**src/rtl/slave_shared_pkg.sv**
```systemverilog
// Shared definitions for the SPI slave front-end: FSM state encoding,
// frame opcode constants and a helper that derives the captured frame width.
package slave_shared_pkg;

  // Slave FSM states, shared with the downstream controller
  typedef enum logic [2:0] {
    IDLE      = 3'd0,
    CHK_CMD   = 3'd1,
    WRITE     = 3'd2,
    READ_ADD  = 3'd3,
    READ_DATA = 3'd4
  } STATE_e;

  // Two leading opcode bits of every captured frame
  localparam logic [1:0] OP_WR_ADDR = 2'b00;
  localparam logic [1:0] OP_WR_DATA = 2'b01;
  localparam logic [1:0] OP_RD_ADDR = 2'b10;
  localparam logic [1:0] OP_RD_DATA = 2'b11;

  // A frame is the payload plus the two opcode bits in front of it
  function automatic int frameWidth(input int payloadW);
    return payloadW + 2;
  endfunction

endpackage

```
**src/rtl/spi_slave_param_tx_shifter.sv**
```systemverilog
// MSB-first parallel-to-serial shifter for SPI read data.
// A load strobe captures the word and drives its MSB immediately; each later
// enabled cycle drives the next bit, and one extra cycle returns the output
// to 0 and raises the sticky done flag. Clear has priority over load/shift.
module spi_tx_shifter #(
  parameter int DATA_W = 8
) (
  input  logic              clk,
  input  logic              rst,
  input  logic              i_clear,
  input  logic              i_load,
  input  logic [DATA_W-1:0] i_data,
  input  logic              i_shiftEn,
  output logic              o_sout,
  output logic              o_busy,
  output logic              o_done,
  output logic              o_lastBit
);

  localparam int BCNT_W = $clog2(DATA_W + 1);

  logic [DATA_W-1:0] r_shreg;
  logic [BCNT_W-1:0] r_bitCnt;
  logic              r_sout;
  logic              r_busy;
  logic              r_done;
  logic              w_allDriven;

  // All DATA_W bits have been put on the line; the next shift idles the output
  assign w_allDriven = (r_bitCnt == BCNT_W'(DATA_W));

  // Load, shift and completion tracking for the serial output bit
  always_ff @(posedge clk or posedge rst) begin
    if (rst) begin
      r_shreg  <= '0;
      r_bitCnt <= '0;
      r_sout   <= 1'b0;
      r_busy   <= 1'b0;
      r_done   <= 1'b0;
    end else if (i_clear) begin
      r_shreg  <= '0;
      r_bitCnt <= '0;
      r_sout   <= 1'b0;
      r_busy   <= 1'b0;
      r_done   <= 1'b0;
    end else if (i_load) begin
      r_shreg  <= i_data;
      r_bitCnt <= BCNT_W'(1);
      r_sout   <= i_data[DATA_W-1];
      r_busy   <= 1'b1;
      r_done   <= 1'b0;
    end else if (i_shiftEn && r_busy) begin
      if (w_allDriven) begin
        r_sout <= 1'b0;
        r_busy <= 1'b0;
        r_done <= 1'b1;
      end else begin
        r_sout   <= r_shreg[DATA_W-2];
        r_shreg  <= {r_shreg[DATA_W-2:0], 1'b0};
        r_bitCnt <= r_bitCnt + BCNT_W'(1);
      end
    end
  end

  assign o_sout    = r_sout;
  assign o_busy    = r_busy;
  assign o_done    = r_done;
  assign o_lastBit = r_busy && w_allDriven;

endmodule

```
**src/rtl/spi_slave_param.sv**
```systemverilog
// Parametrised SPI slave front-end: captures opcode+payload frames from MOSI,
// strobes them out on rx_data/rx_valid, and returns read data on MISO through
// a tx_valid/tx_ready handshake once a read-address frame has been seen.
// Optional feature: define SPI_SLAVE_FRAME_ERR_EN to add the frame_err abort
// strobe port.
module spi_slave_param
  import slave_shared_pkg::*;
#(
  parameter int PAYLOAD_W = 8,
  parameter int DATA_W    = 8
) (
  input  logic                 clk,
  input  logic                 rst,
  input  logic                 SS_n,
  input  logic                 MOSI,
  output logic                 MISO,
  output logic [PAYLOAD_W+1:0] rx_data,
  output logic                 rx_valid,
  input  logic [DATA_W-1:0]    tx_data,
  input  logic                 tx_valid,
  output logic                 tx_ready
`ifdef SPI_SLAVE_FRAME_ERR_EN
  ,
  output logic                 frame_err
`endif
);

  localparam int FRAME_W = frameWidth(PAYLOAD_W);
  localparam int CNT_W   = $clog2(FRAME_W + 1);
  localparam int IDX_W   = $clog2(FRAME_W);

  STATE_e             r_state;
  STATE_e             w_nextState;
  logic [CNT_W-1:0]   r_cnt;
  logic [FRAME_W-1:0] r_rxData;
  logic               r_rxValid;
  logic               r_txReady;
  logic               r_rdPending;

  logic               w_active;
  logic               w_capturing;
  logic               w_lastCapture;
  logic               w_frameFull;
  logic               w_incomplete;
  logic [IDX_W-1:0]   w_capIdx;

  logic               w_shClear;
  logic               w_shLoad;
  logic               w_shShift;
  logic               w_shBusy;
  logic               w_shDone;
  logic               w_shLast;
  logic               w_miso;

  assign w_active      = (r_state == WRITE) || (r_state == READ_ADD) ||
                         (r_state == READ_DATA);
  assign w_frameFull   = (r_cnt == CNT_W'(FRAME_W));
  assign w_capturing   = w_active && !SS_n && !w_frameFull;
  assign w_lastCapture = w_capturing && (r_cnt == CNT_W'(FRAME_W - 1));
  assign w_capIdx      = IDX_W'(FRAME_W - 1 - int'(r_cnt));

  // A transfer left now is an abort if the frame or the read-out is unfinished
  assign w_incomplete  = !w_frameFull || ((r_state == READ_DATA) && !w_shDone);

  // The shifter only runs while a read-data transfer is still selected
  assign w_shClear = (r_state != READ_DATA) || SS_n;
  assign w_shLoad  = !w_shClear && r_txReady && tx_valid;
  assign w_shShift = !w_shClear;

  // State register
  always_ff @(posedge clk or posedge rst) begin
    if (rst) begin
      r_state <= IDLE;
    end else begin
      r_state <= w_nextState;
    end
  end

  // Next-state selection: direction bit and pending read pick the transfer type
  always_comb begin
    w_nextState = r_state;
    unique case (r_state)
      IDLE: begin
        if (!SS_n) w_nextState = CHK_CMD;
      end
      CHK_CMD: begin
        if (SS_n)             w_nextState = IDLE;
        else if (!MOSI)       w_nextState = WRITE;
        else if (!r_rdPending) w_nextState = READ_ADD;
        else                  w_nextState = READ_DATA;
      end
      WRITE, READ_ADD, READ_DATA: begin
        if (SS_n) w_nextState = IDLE;
      end
      default: w_nextState = IDLE;
    endcase
  end

  // Frame capture into rx_data, bit counter and completion strobe
  always_ff @(posedge clk or posedge rst) begin
    if (rst) begin
      r_cnt     <= '0;
      r_rxData  <= '0;
      r_rxValid <= 1'b0;
    end else begin
      r_rxValid <= w_lastCapture;
      if (w_capturing) begin
        r_rxData[w_capIdx] <= MOSI;
        r_cnt              <= r_cnt + CNT_W'(1);
      end else if (!w_active || SS_n) begin
        r_cnt <= '0;
      end
    end
  end

  // Read handshake: arm tx_ready after a read-data frame, drop it on accept
  always_ff @(posedge clk or posedge rst) begin
    if (rst) begin
      r_txReady <= 1'b0;
    end else if (w_shClear || w_shLoad) begin
      r_txReady <= 1'b0;
    end else if (w_frameFull && !r_txReady && !w_shBusy && !w_shDone) begin
      r_txReady <= 1'b1;
    end
  end

  // Pending-read flag: set by a completed read address, cleared by a full read-out
  always_ff @(posedge clk or posedge rst) begin
    if (rst) begin
      r_rdPending <= 1'b0;
    end else if (w_lastCapture && (r_state == READ_ADD)) begin
      r_rdPending <= 1'b1;
    end else if (!w_shClear && w_shLast) begin
      r_rdPending <= 1'b0;
    end
  end

  spi_tx_shifter #(
    .DATA_W (DATA_W)
  ) u_txShifter (
    .clk       (clk),
    .rst       (rst),
    .i_clear   (w_shClear),
    .i_load    (w_shLoad),
    .i_data    (tx_data),
    .i_shiftEn (w_shShift),
    .o_sout    (w_miso),
    .o_busy    (w_shBusy),
    .o_done    (w_shDone),
    .o_lastBit (w_shLast)
  );

`ifdef SPI_SLAVE_FRAME_ERR_EN
  logic r_frameErr;

  // One-cycle abort strobe when a transfer is deselected before it finished
  always_ff @(posedge clk or posedge rst) begin
    if (rst) begin
      r_frameErr <= 1'b0;
    end else begin
      r_frameErr <= w_active && SS_n && w_incomplete;
    end
  end

  assign frame_err = r_frameErr;
`else
  logic w_unusedIncomplete;
  assign w_unusedIncomplete = w_incomplete;
`endif

  assign MISO     = w_miso;
  assign rx_data  = r_rxData;
  assign rx_valid = r_rxValid;
  assign tx_ready = r_txReady;

endmodule

```
**config.mk**
```make
export PLATFORM = sky130hd
export DESIGN_NAME = spi_slave_param
export DESIGN_NICKNAME = d
export VERILOG_FILES = /design/src/rtl/slave_shared_pkg.sv /design/src/rtl/spi_slave_param_tx_shifter.sv /design/src/rtl/spi_slave_param.sv
export SDC_FILE = /design/constraint.sdc
export NUM_CORES = 1
export LEC_CHECK = 0
export ABC_AREA = 0
export CAP_MARGIN = 20
export CORE_MARGIN = 1
export CORE_UTILIZATION = 35
export CTS_BUF_LIST = sky130_fd_sc_hd__clkbuf_8
export CTS_CLUSTER_DIAMETER = 100
export DETAILED_ROUTE_END_ITERATION = 8
export PLACE_DENSITY = 0.57
export RECOVER_POWER = 25
export SETUP_SLACK_MARGIN = 0.2
export SYNTH_ARGS = -nofsm -noshare
export SYNTH_HDL_FRONTEND = slang
export SYNTH_HIERARCHICAL = 1
export SYNTH_SLANG_ARGS = --single-unit
```
**constraint.sdc**
```tcl
create_clock -name clk -period 2.7 [get_ports clk]
set_input_delay 0.54 -clock clk [delete_from_list [all_inputs] [get_ports clk]]
set_output_delay 0.54 -clock clk [all_outputs]
set_load 0.02 [all_outputs]
```
# Word level (Yosys, flattened, before mapping)
# Cells that the tools add are included.
[op_classes]
addsub = 3
magnitude_cmp = 2
eq_ne = 11
muxes = 35
reduce_logical = 35
[ops]
columns = ["op", "count"]
rows = [
  ["$mux 7", 4],
  ["$mux 4", 6],
  ["$mux 1", 17],
  ["$mux 3", 5],
  ["$logic_and 1x1->1", 13],
  ["$eq 4x4->1 const B", 3],
  ["$bwmux 10", 1],
  ["$pmux 3 s3", 1],
  ["$add 4x1->4 const B", 2],
  ["$logic_not 1->1", 7],
  ["$eq 3x2->1 const B", 2],
  ["$ne 3x3->1 const B", 2],
  ["$reduce_and 2->1", 3],
  ["$reduce_bool 2->1", 3],
  ["$reduce_bool 3->1", 2],
  ["$logic_or 1x1->1", 5],
  ["$lt 4x5->1 const B", 1],
  ["$demux 1 s4", 1],
  ["$ge 4x1->1 const B", 1],
  ["$ne 2x2->1 const B", 2],
  ["$sub 4x4->4 const A", 1],
  ["$eq 3x1->1 const B", 1],
  ["$eq 3x3->1 const B", 1],
  ["$logic_not 3->1", 1],
  ["$reduce_or 3->1", 1],
]
[totals]
reg_bits = 34
in_bits = 13
output_inout_bits = 13
word_cells = 97

# Logic depth before layout (Yosys ltp)
# Gate-level depths: netlist (run 1).
[logic_depth]
ltp_word = 8
depth_mapped = 7

# Modules after synthesis
# The synthesis (run 1) kept the hierarchy.
[by_module_without_submodules]
columns = ["module", "n_inst", "cells_each", "area_each_um2", "seq_area_each_um2"]
rows = [
  ["spi_slave_param", 1, 94, 1029.7, 500.5],
  ["spi_tx_shifter", 1, 82, 733.2, 350.3],
]

# Least setup slack after synthesis (run 1)
# Ideal clock, no wire load.
[synth_path]
path_type = "in2reg"
start = "in SS_n"
end = "reg u_txShifter.r_sout, in the netlist u_txShifter/o_sout"
arrival_ns = 1.901
required_time_ns = 2.596
setup_slack_ns = 0.695
cell_stages = 6
path_cell_list = "nor4b_4 > and3_2 > buf_2 > clkbuf_1 > a21oi_1 > a221oi_1"
[synth_between]
elab_chain_cells = 6
word_cells_on_any_way = 8
[synth_lines]
columns = ["item", "line", "rtl"]
rows = [
  ["start: declaration", "spi_slave_param.sv:14", "input logic SS_n,"],
  ["$logic_or 1x1->1 (*)", "spi_slave_param.sv:66", "assign w_shClear = (r_state != READ_DATA) || SS_n;"],
  ["$logic_not 1->1 (*)", "spi_slave_param.sv:67", "assign w_shLoad = !w_shClear && r_txReady && tx_valid;"],
  ["$logic_and 1x1->1 (*) (2 in series)", "spi_slave_param.sv:67", ""],
  ["net w_shLoad", "spi_slave_param.sv:48", "logic w_shLoad;"],
  ["$mux 1", "spi_slave_param_tx_shifter.sv:46", "end else if (i_load) begin"],
  ["$mux 1", "spi_slave_param_tx_shifter.sv:40", "end else if (i_clear) begin"],
  ["end signal: assignment", "spi_slave_param_tx_shifter.sv:49", "r_sout <= i_data[DATA_W-1];"],
  ["end signal: assignment", "spi_slave_param_tx_shifter.sv:58", "r_sout <= r_shreg[DATA_W-2];"],
  ["end: declaration", "spi_slave_param_tx_shifter.sv:24", "logic r_sout;"],
]
# The timed path passes the listed nets; every way through them passes the cells marked *.
# A chain may end at the register's enable or synchronous reset.

# Worst setup path after layout (run 1)
[layout_path]
start = "in SS_n"
end = "reg u_txShifter.r_shreg[1]"
[layout_between]
elab_chain_cells = 6
word_cells_on_any_way = 10
[layout_lines]
columns = ["item", "line", "rtl"]
rows = [
  ["$logic_or 1x1->1 (*)", "spi_slave_param.sv:66", ""],
  ["$logic_not 1->1 (*)", "spi_slave_param.sv:68", "assign w_shShift = !w_shClear;"],
  ["net w_shShift", "spi_slave_param.sv:49", "logic w_shShift;"],
  ["$logic_and 1x1->1 (2 in series)", "spi_slave_param.sv:67", ""],
  ["$ne 3x3->1 (no line), or another cell as far along", "-", ""],
  ["$reduce_and 2->1 (no line) or $mux 7 (tied branches)", "-", ""],
  ["end signal: assignment", "spi_slave_param_tx_shifter.sv:47", "r_shreg <= i_data;"],
  ["end signal: assignment", "spi_slave_param_tx_shifter.sv:59", "r_shreg <= {r_shreg[DATA_W-2:0], 1'b0};"],
  ["end: declaration", "spi_slave_param_tx_shifter.sv:22", "logic [DATA_W-1:0] r_shreg;"],
]
# Marks and branches as above.

==> summary.md, run 1 <==
| Metric | Value |
|---|---|
| Status | finished, final reports clean |
| First-pass GRT wire length | 6530 um |
| RSZ-0062 raised after global routing | false |
| Critical Path Source | SS_n |
| R2R Setup Slk | around 730 ps |
| Crit path launch type | primary input |
| Tmin final | approximately 2200 ps |
| Sequential area share after synthesis | ~48% |
| Endpoint type of the worst setup path | flop |
| Fin. max-slew vios | 0 |
| Final WL | around 3700 um |
| CTS Buf Count | 5 |
| Max Cap Viol | 0 |
| Clock transition at path regs | roughly 60 ps |
| Area leader, netlist | dfrtp_1 |
| VDD IR max | roughly 210 uV |
| Worst-Margin Slew | about 770 ps |
| CTS hold repair buffers | 0 |
| Final design utilization | between 40% and 50% |
| Pwr per Cell Area | 452 mW/mm^2 |
| Layout Area Growth over Synthesis | 22.4% |
| Drt drc | 0 |
| Grt ovf | 0 |
| Initial antenna violation count | 0 |
| Largest net degree at the start of global routing | 21 |
| Via count | ~1400 |
| Number of global-route vias before repair | approximately 1400 |
| Synth Register Bits | 34 |
| RR Endpoint | rx_data[9] |
| Mapped Cells | 176 |
| Synth area leaders | dfrtp_1 48%, ha_1 5.7%, inv_1 4.5% |
| # resized after CTS | 0 |
| Post-synthesis instance area | between 0.0015 and 0.002 sq mm |
| Final setup margin | around 500 ps |
| Number of diodes | 0 |
| Slew HR | around 48% |
| Die Area | ~0.0053 sq mm |
| Setup violators final | 0 |
| Core area | between 0.004 and 0.005 sq mm |
| Syn_area_per_cell | 10.0 sq um |
| Die Wd | about 73 um |
| Crit path DAT | between 2000 and 2500 ps |
| Post-CTS setup buffers | 0 |
| Req. time, crit path | ~2900 ps |
| Worst setup path class | primary input to flop |
| RePlAce Congestion | between 0.8 and 0.9 |
| Hold path cells | 1 |
| Skew-Pair Late Insertion Delay | around 280 ps |
| Row Count | 25 |
| Ys Warns | 6 |
| I/O pin count | 26 |
| Routed wire per std cell | 13.6 um |
| Drt pass-1 iters | 4 |
| Leak | just under 0.9 nW |
| Distinct cell type count of the synthesized netlist | 35 |
| DR vias/cell | 5.06 |
| R2R cell count | 6 |
| Net Count, Synth | 197 |
| RR Startpoint | r_cnt[0] |
| Dpl ws | between 200 and 250 ps |
| TritonCTS clock tree | yes |
| Post-Route Skew | roughly 2 ps |
| Sum of negative setup slack | 0 ps |
| CTS root buffer | clkbuf_8 |
| Sink Count | 34 |
| FMAX | roughly 450 MHz |
| CTS Buffer Depth | 2 |
| Tot GR Track Use | 16.1% |
| Nets | between 200 and 250 |
| Share of cells above drive strength 1 | around 9% |
| Fin. Hold Viols | 0 |
| Worst-path fanout max | 11 |
| Die H | roughly 73 um |
| Initial Util | between 30% and 40% |
| ANT nets after route | 0 |
| Post-synth top area share | between 40% and 50% |
| Port Buffers | 25 |
| Hold Crit Class | flop to flop |
| H-tree Lvls | 2 |
| CP Capture Point | u_txShifter/r_shreg[1] |
| Starting DRT DRC Count | 94 |
| Worst hold slack | between 400 and 500 ps |
| DP HPWL | roughly 2700 um |
| Period Utilization, post-route | about four fifths |
## cell usage after synthesis
cell type and number:
a2111oi_0 1, a211oi_1 1, a21oi_1 11, a221oi_1 7
a31oi_1 8, a32o_1 1, and2_1 2, and3_2 1
and3b_1 1, buf_2 4, clkbuf_1 3, dfrtp_1 34
ha_1 8, inv_1 21, mux2_1 4, mux2_2 6
nand2_1 6, nand2b_1 1, nand3_1 7, nand3b_1 2
nand4_1 2, nor2_1 13, nor2b_1 2, nor3_1 4
nor3b_2 1, nor4_1 1, nor4b_4 1, o211ai_1 3
o21a_4 1, o21ai_0 12, or2_2 1, or3_1 1
or4_1 1, xnor2_1 3, xor2_1 1
## state kept, by name (all words and copies together) (netlist names)
name	flops
rx_data	10
u_txShifter/r_shreg	7
r_cnt	4
u_txShifter/r_bitCnt	4
r_state	3
r_rdPending	1
rx_valid	1
tx_ready	1
u_txShifter/o_busy	1
u_txShifter/o_done	1
u_txShifter/o_sout	1
## worst min-delay path by stage
stage | startpoint | to | slack, ps
finish | rx_data[7] | rx_data[7] | 500
global route | rx_data[9] | rx_data[9] | 520
CTS | rx_data[9] | rx_data[9] | 500
detailed placement | rx_data[9] | rx_data[9] | 480
global placement | rx_data[8] | rx_data[8] | 480
floorplan | rst | u_txShifter/o_busy | 430
## layer usage
layer  up-vias  track usage (%)  wire (um)
met3         6             4.28        117
met2        17             24.5       1730
met5         -                0          0
met1       673             21.6       1780
met4         0             6.97         63
li1        671                -          -
## where the power goes
group	switching (mW)	total [mW]	internal, mW
clock	0.170	0.339	0.170
combinational	0.0500	0.0981	0.0480
sequential	0.0128	0.537	0.524
## through the flow
step	cells	area, sq um	total power [mW]
after floorplan	176	1760	0.594
after global placement	263	2080	0.644
after detailed placement	263	2080	0.646
after CTS	270	2160	0.991
after global routing	270	2160	1.02
final	270	2160	0.974
## worst max-delay path: stages
cell	delay [ps]
clkdlybuf4s50_1	530
nor4b_4	250
buf_4	200
and2_1	360
a31oi_1	150
a221oi_1	330
## cell families (layout without fill, tap and decap cells)
| group | after synthesis | after routing | share of synthesized area (%) |
|---|---|---|---|
| simple gates | 47 | 47 | 15.0 |
| compound gates | 45 | 45 | 16.5 |
| flops | 34 | 34 | 48.3 |
| buf+inv | 28 | 55 | 6.25 |
| mux | 10 | 10 | 6.39 |
| fa+ha+maj | 8 | 8 | 5.68 |
| xor+xnor | 4 | 4 | 1.99 |
## layout make-up
type,instances,area (sq um)
Inverter,21,78.8
Timing Repair Buffer,27,265
Clock inverter,2,7.51
Tap cell,67,83.8
Fill cell,461,2630
Sequential cell,34,851
Multi-Input combinational cell,114,802
Clock buffer,5,68.8
## layout by cell type, fill, tap and decap left out
cell type / n
dfrtp_1: 34
clkdlybuf4s50_1: 24
inv_1: 23
nor2_1: 13
o21ai_0: 12
a21oi_1: 11
a31oi_1: 8
ha_1: 8
nand3_1: 7
a221oi_1: 7
nand2_1: 6
mux2_2: 6
clkbuf_8: 5
nor3_1: 4
mux2_1: 4
xnor2_1: 3
o211ai_1: 3
nor2b_1: 2
nand3b_1: 2
nand4_1: 2
buf_4: 2
and2_1: 2
nor4b_4: 1
nor3b_2: 1
a211oi_1: 1
a2111oi_0: 1
nand2b_1: 1
o21a_4: 1
and3_2: 1
a32o_1: 1
nor4_1: 1
xor2_1: 1
dlygate4sd3_1: 1
and3b_1: 1
or4_1: 1
or2_2: 1
or3_1: 1
Note: power is estimated with default switching activity, not from simulation.
==> run 2: changes to the inputs <==
Clock period 2.7 ns to 2.1 ns, I/O delays scaled along.
==> summary.md, run 2 (synthesized netlist as in run 1, its figures left out) <==
| Metric | Value |
|---|---|
| Status | finished, final reports clean |
| Multi-input gate area | about 800 sq um |
| Most common cell after layout, fill and taps aside | dfrtp_1 |
| Clock transition at path regs | 70 ps |
| DRT met1 WL | ~1700 um |
| Skew-Pair Late Insertion Delay | 290 ps |
| Hold Path End | rx_data[9] |
| Tot GR Track Use | 16.7% |
| Die H | between 70 and 80 um |
| Crit path launch type | flop |
| R2R Setup Slk | about 300 ps |
| Leak | approximately 1 nW |
| Nets | 239 |
| Largest net degree at the start of global routing | 21 |
| ANT nets after route | 0 |
| VDD IR max | approximately 450 uV |
| Total of fill cells in the finished design | roughly 460 |
| FF/Latch Area | about 850 sq um |
| Core area | roughly 0.0048 sq mm |
| RePlAce Congestion | ~0.76 |
| TritonCTS clock tree | yes |
| Via count | approximately 1500 |
| RSZ-0062 raised after global routing | false |
| Starting DRT DRC Count | 83 |
| RR Endpoint | rx_data[8] |
| Most frequent cells in the layout | 33 x dfrtp_1, 23 x clkdlybuf4s50_1, 21 x inv_1, 14 x buf_4, 13 x nor2_1 |
| CTS Buffer Depth | 2 |
| HP Start | rx_data[9] |
| Number of global-route vias before repair | 1463 |
| Max Cap Viol | 0 |
| Setup violators final | 0 |
| Port Buffers | 25 |
| H-tree Lvls | 2 |
| Drt drc | 0 |
| Met3 WL post-DR | 145 um |
| Row Count | 25 |
| Slew HR | a little over a quarter |
| Die Area | roughly 0.0053 sq mm |
| Hold path cells | 1 |
| Sink Count | 34 |
| Number of diodes | 0 |
| First-pass GRT wire length | approximately 6700 um |
| Hold Crit Class | flop to flop |
| WL met2 | 1940 um |
| Fin. Hold Viols | 0 |
| Worst-path fanout max | 6 |
| Routed wire per std cell | around 14 um |
| Req. time, crit path | roughly 2300 ps |
| Final setup margin | around 300 ps |
| R2R cell count | 6 |
| Endpoint type of the worst setup path | flop |
| Crit path DAT | slightly below 2000 ps |
| FMAX | 556 MHz |
| CTS root buffer | clkbuf_8 |
| Largest register FFs | 10 |
| Post-Route Skew | between 10 and 15 ps |
| Max Used Layer | met4 |
| Period Utilization, post-route | between 80% and 90% |
| CTS Buf Count | 5 |
| Dpl ws | -140 ps |
| Die Wd | approximately 73 um |
| Worst setup path class | flop to flop |
| Pwr per Cell Area | between 600 and 700 mW/mm^2 |
| DR vias/cell | 5.19 |
| Worst hold slack | 493 ps |
| Grt ovf | 0 |
| RR Startpoint | r_cnt[0] |
| DP HPWL | between 2000 and 3000 um |
| Initial Util | a little under two fifths |
| I/O pin count | 26 |
| Drt pass-1 iters | 4 |
| Worst-Margin Slew | 1110 ps |
| Tmin final | approximately 1800 ps |
| Initial antenna violation count | 0 |
| Final WL | between 3000 and 4000 um |
| CTS hold repair buffers | 0 |
| Layout Area Growth over Synthesis | 33.4% |
| Share of cells above drive strength 1 | about 18% |
| Fin. max-slew vios | 0 |
-- run 2: cell types whose count changed in the layout (fill, tap and decap cells not counted), sizes merged --
cell           change
clkbuf             +1
inv                -2
dlymetal6s2s       +1
buf               +14
bufinv             +2
clkdlybuf4s50      -1
clkinv             +1
-- run 2: routing by layer --
metal / track usage (%) / vias up
met5: 0 / -
met4: 7.19 / 0
met3: 4.42 / 6
met2: 27.0 / 32
met1: 21.0 / 741
li1: - / 706
-- run 2: layout make-up --
type / instances / share of cell area [%]
Sequential cell: 34 / 36.2
Clock inverter: 3 / 2.93
Timing Repair Buffer: 42 / 16.1
Multi-Input combinational cell: 114 / 34.9
Tap cell: 67 / 3.57
Clock buffer: 5 / 2.93
Inverter: 21 / 3.35
-- run 2: worst max path at each step --
stage | end | slack [ps] | from | cells past startpoint
6_report | rx_data[8] | 300 | r_cnt[0] | 6
5_1_grt | r_cnt[0] | 150 | rst | 3
4_1_cts | rx_data[8] | 200 | SS_n | 6
3_5_place_dp | u_txShifter/r_shreg[3] | -140 | SS_n | 6
3_3_place_gp | u_txShifter/r_shreg[3] | -120 | SS_n | 6
2_1_floorplan | u_txShifter/o_sout | 250 | r_state[0] | 6
-- run 2: stage by stage --
| stage | instances | power [mW] | util, % | cell area, sq um | TNS (ps) |
|---|---|---|---|---|---|
| 2_1_floorplan | 176 | 0.763 | - | 1760 | 0 |
| 3_3_place_gp | 274 | 0.832 | 45.2 | 2160 | -973 |
| 3_5_place_dp | 274 | 0.837 | 45.2 | 2160 | -1340 |
| 4_1_cts | 282 | 1.57 | 48.5 | 2320 | 0 |
| 5_1_grt | 286 | 1.62 | 49.1 | 2350 | 0 |
| 6_report | 286 | 1.55 | 49.1 | 2350 | 0 |
-- run 2: timing repair --
item / CTS / global route
setup endpoints to repair: 3 / 12
gates resized for setup: 5 / 3
setup buffers: 0 / 3
pin swaps: 0 / 3
cloned: 0 / 1
-- run 2: power by group --
part | switching, mW | internal (mW)
Clock | 0.251 | 0.476
Sequential | 0.0163 | 0.673
Combinational | 0.0676 | 0.0680
Total | 0.335 | 1.22
-- run 2: worst max-delay path, stage by stage (launching register included) --
cell and delay, ps:
dfrtp_2 410, inv_1 80, ha_2 200, nand3b_1 220, o211ai_1 190, nor3_1 230
mux2_1 350
==> run 3: changes to the inputs <==
Settings changed: CAP_MARGIN 20 to default.
==> results of run 3 <==
No change in the layout: final DEF, timing and power equal those of run 2.
